## src/rtl/axi_ad9364_sat_cnt.sv

```systemverilog
// Saturating up-counter with synchronous clear; clear wins over increment.
module axi_ad9364_sat_cnt #(
    parameter int CNT_WIDTH = 16
) (
    input  logic                 clk,
    input  logic                 rstn,
    input  logic                 inc,
    input  logic                 clr,
    output logic [CNT_WIDTH-1:0] q
);

    always_ff @(posedge clk or negedge rstn) begin
        if (!rstn) begin
            q <= '0;
        end else if (clr) begin
            q <= '0;
        end else if (inc && (q != {CNT_WIDTH{1'b1}})) begin
            q <= q + {{(CNT_WIDTH-1){1'b0}}, 1'b1};
        end
    end

endmodule

```

## config.mk

```make
export PLATFORM = sky130hd
export DESIGN_NAME = axi_ad9364_sat_cnt
export DESIGN_NICKNAME = d
export VERILOG_FILES = /design/src/rtl/axi_ad9364_sat_cnt.sv
export SDC_FILE = /design/constraint.sdc
export NUM_CORES = 1
export LEC_CHECK = 0
export CAP_MARGIN = 20
export CORE_MARGIN = 2
export CORE_UTILIZATION = 45
export CTS_BUF_LIST = sky130_fd_sc_hd__clkbuf_8
export DETAILED_ROUTE_END_ITERATION = 8
export PLACE_DENSITY = 0.74
export SYNTH_ARGS = -nofsm -noshare
export SYNTH_HDL_FRONTEND = slang
export SYNTH_SLANG_ARGS = --single-unit
```

## constraint.sdc

```tcl
create_clock -name clk -period 2.35 [get_ports clk]
set_clock_uncertainty 0.05 [all_clocks]
set_input_delay 0.47 -clock clk [delete_from_list [all_inputs] [get_ports clk]]
set_output_delay 0.47 -clock clk [all_outputs]
set_load 0.02 [all_outputs]
```

==> results by group <==
Clock network
  – CTS tree: done
  – H-tree Lvls: 1
  – Clk slew on worst S/H paths: 70 ps
  – Post-CTS Hold Fix Bufs: 0
  – Longest Clk Path Bufs: 2
  – Resized cells post-CTS: 0
  – CTS buffer count: 3
  – Insertion delay to the later sink of the worst-skew pair: 240 ps
  – Root Driver: clkbuf_8
  – CTS sink count: 16
  – Post-CTS setup buffers: 0

Timing
  – Fin. Hold Viols: 0
  – Fin Setup TNS: 0 ps
  – Final setup viols: 0
  – Part of the cycle the worst path needs: 0.848
  – Final Slew Violations: 0
  – RSZ-0062 raised after global routing: no
  – Worst-margin pin slew: 695 ps
  – Final worst hold slack: roughly 560 ps
  – Tmin final: between 1500 and 2000 ps
  – Setup ws final: around 360 ps
  – Fmax: 502 MHz
  – Relative slew slack: 0.536

Detailed routing
  – Remaining antenna violation count: 0
  – Routed Wire Length: 2070 um
  – First-pass iteration count of the detailed router: 4
  – Routed len/inst: 14.2 um
  – Iter 0 DRT Violations: 25
  – DRC: 0
  – Vias per inst: 5.89
  – Vias: 860

Synthesis
  – Adder-cell area share of the yosys netlist: 0.0133
  – Largest family of logic cells by synthesized area: simple AND/OR/NAND/NOR gates
  – Cell area after synthesis: approximately 940 sq um
  – Post-synthesis mux area share: 0.0478
  – Synth warn: 0
  – #FFs+latches synth: 16
  – Syn Area/Cell: slightly below 10 sq um
  – Primary FF master, synth: dfrtp_1
  – Xor-xnor portion of the synthesized cell area: 0
  – Compound-Gate Fraction of Synth Area: 0.162
  – Yosys top cell by area: dfrtp_1
  – EDFF count, synth: 0
  – Cell variety after synth: 28
  – Seq/Total Area, Yosys: 0.425
  – Post-Synthesis Cells: 98
  – Synthesized Nets: 103
  – Leading post-synthesis cells by cell area: dfrtp_1 42%, a21oi_1 5.8%, o31ai_1 5.6%, mux2_1 4.8%, nand4_1 4.0%
  – Yosys top cell area share: 0.425
  – Ys async rst share: 1.00
  – Area share of and/or/nand/nor cells after synthesis: 0.312

Hold path
  – Hold Path Class: reg -> reg

Global route
  – Total track usage: 0.172
  – Initial antenna violation count: 0
  – Largest net degree at the start of global routing: 21
  – Global-route wire length before repair: roughly 3400 um
  – Remaining Overflow, GRT: 0
  – Vias in the first global route: 744

Power and ir drop
  – Tot Pwr: 564 uW
  – Leak: 0.481 nW
  – Switching portion of total power: 0.218
  – Psw: approximately 120 uW
  – Clock Power Share: 0.432
  – P_int: ~440 uW
  – Comb pwr share: 0.069
  – Pwr per Cell Area: 464 mW/mm^2
  – VDD IR max: about 0.00047 V
  – Share of power burned in registers: 0.499

Floorplan
  – Core box area: roughly 0.0020 sq mm
  – Initial core utilization: 0.480
  – FP Rows: 16
  – Io pins: 20
  – Die Span X: 49.8 um
  – Die Ht: approximately 50 um
  – Die area: around 0.0025 sq mm

Cells and area
  – Fraction of layout cells with a size suffix above 1: 0.134
  – Largest Register: q
  – Max reg flops: 16
  – Post-Layout Cell Count: ~150
  – Largest registers: q x16
  – Final #Nets: roughly 130
  – Ant diodes: 0
  – Area grow syn2layout: 29.2%

Setup path
  – Critical path arrival: about 2100 ps
  – Critical Path Fanout Max: 20
  – Worst path required time: about 2500 ps
  – Setup crit end kind: flop
  – Setup Crit Path Kind: in -> reg
  – CP startpoint kind: input port

Place
  – IO buf count: 19
  – DP HPWL: about 1400 um
  – Post-placement cell count: between 100 and 150
  – Gpl congestion: approximately 0.84
  – Dpl ws: about 140 ps

Status
  – Status: completed

Flow run
  – Max cap viols: 0
[area by class of cell]
type / count / area (sq um)
Fill cell: 180 / 744
Multi-Input combinational cell: 74 / 504
Inverter: 3 / 11.3
Timing Repair Buffer: 22 / 213
Tap cell: 27 / 33.8
Clock buffer: 4 / 55.1
Sequential cell: 16 / 400
[cells by family after synthesis]
| kind of cell | count (synthesis) |
|---|---|
| mux | 4 |
| fa+ha+maj | 1 |
| flops | 16 |
| compound gates | 24 |
| buf+inv | 8 |
| simple gates | 45 |
[critical path: stages]
cell and delay (ps):
clkdlybuf4s50_1 530, inv_1 250, or4_2 700, a21oi_1 150
[synth_stat cells (2+ instances only)]
| cell type | instances |
|---|---|
| dfrtp_1 | 16 |
| a21oi_1 | 11 |
| o31ai_1 | 7 |
| nand2_1 | 6 |
| nand4_1 | 6 |
| or4_1 | 5 |
| clkbuf_1 | 4 |
| mux2_1 | 4 |
| nor2_1 | 4 |
| nor2b_1 | 4 |
| nor4_1 | 4 |
| inv_1 | 3 |
| nand3_1 | 3 |
| o21ai_1 | 3 |
| and3_1 | 2 |
| and4_2 | 2 |
| or3_1 | 2 |
| or4_2 | 2 |
[layer usage]
metal	up-vias	GRT usage	part of all wire
met1	407	0.251	0.49
li1	429	-	-
met2	20	0.253	0.46
met4	0	0.0417	0.013
met3	4	0.0455	0.041
met5	-	0	0
[stage by stage]
step / instance area (sq um) / util
after global placement: 1160 / 0.592
after floorplan: 942 / -
after global routing: 1220 / 0.621
after detailed placement: 1160 / 0.592
final: 1220 / 0.621
after CTS: 1220 / 0.621
[power by group through the flow]
stage	registers, mW	logic [mW]	clock network, mW
finish	0.281	0.0392	0.244
global route	0.282	0.0431	0.265
CTS	0.281	0.0396	0.248
detailed placement	0.286	0.0390	0
global placement	0.286	0.0392	0
floorplan	0.289	0.0155	0
[worst paths after layout]
path                                         from                 to  slack (ps)  depth (start not counted)
max in group asynchronous                    rstn   q[2]$_DFFE_PN0P_        1220                          1
worst max register to register   q[0]$_DFFE_PN0P_   q[3]$_DFFE_PN0P_         370                          6
worst min register to register  q[14]$_DFFE_PN0P_  q[14]$_DFFE_PN0P_         560                          2
worst min-delay path            q[14]$_DFFE_PN0P_  q[14]$_DFFE_PN0P_         560                          2
min in group asynchronous                    rstn  q[15]$_DFFE_PN0P_         590                          1
worst max-delay path                          inc   q[3]$_DFFE_PN0P_         360                          4
[cell usage in the layout (no fill, tap or decap)]
cell type	instances
clkbuf_8	4
nor2b_1	4
nand4_2	1
or4_2	2
nor2_1	4
nand4_1	6
nor3_1	1
or4_1	5
clkdlybuf4s50_1	19
o21ai_0	1
nand2_1	6
a211oi_2	1
ha_1	1
o211ai_2	1
nor4_4	1
and4_2	2
inv_1	3
or3_1	2
a21oi_1	11
o31ai_1	7
mux2_1	4
and3_1	2
buf_4	3
dfrtp_1	16
or3_2	1
o21ai_1	3
nand3_1	3
nor4_1	4
nand3b_1	1
No activity file was read; power rests on OpenSTA's default activity.
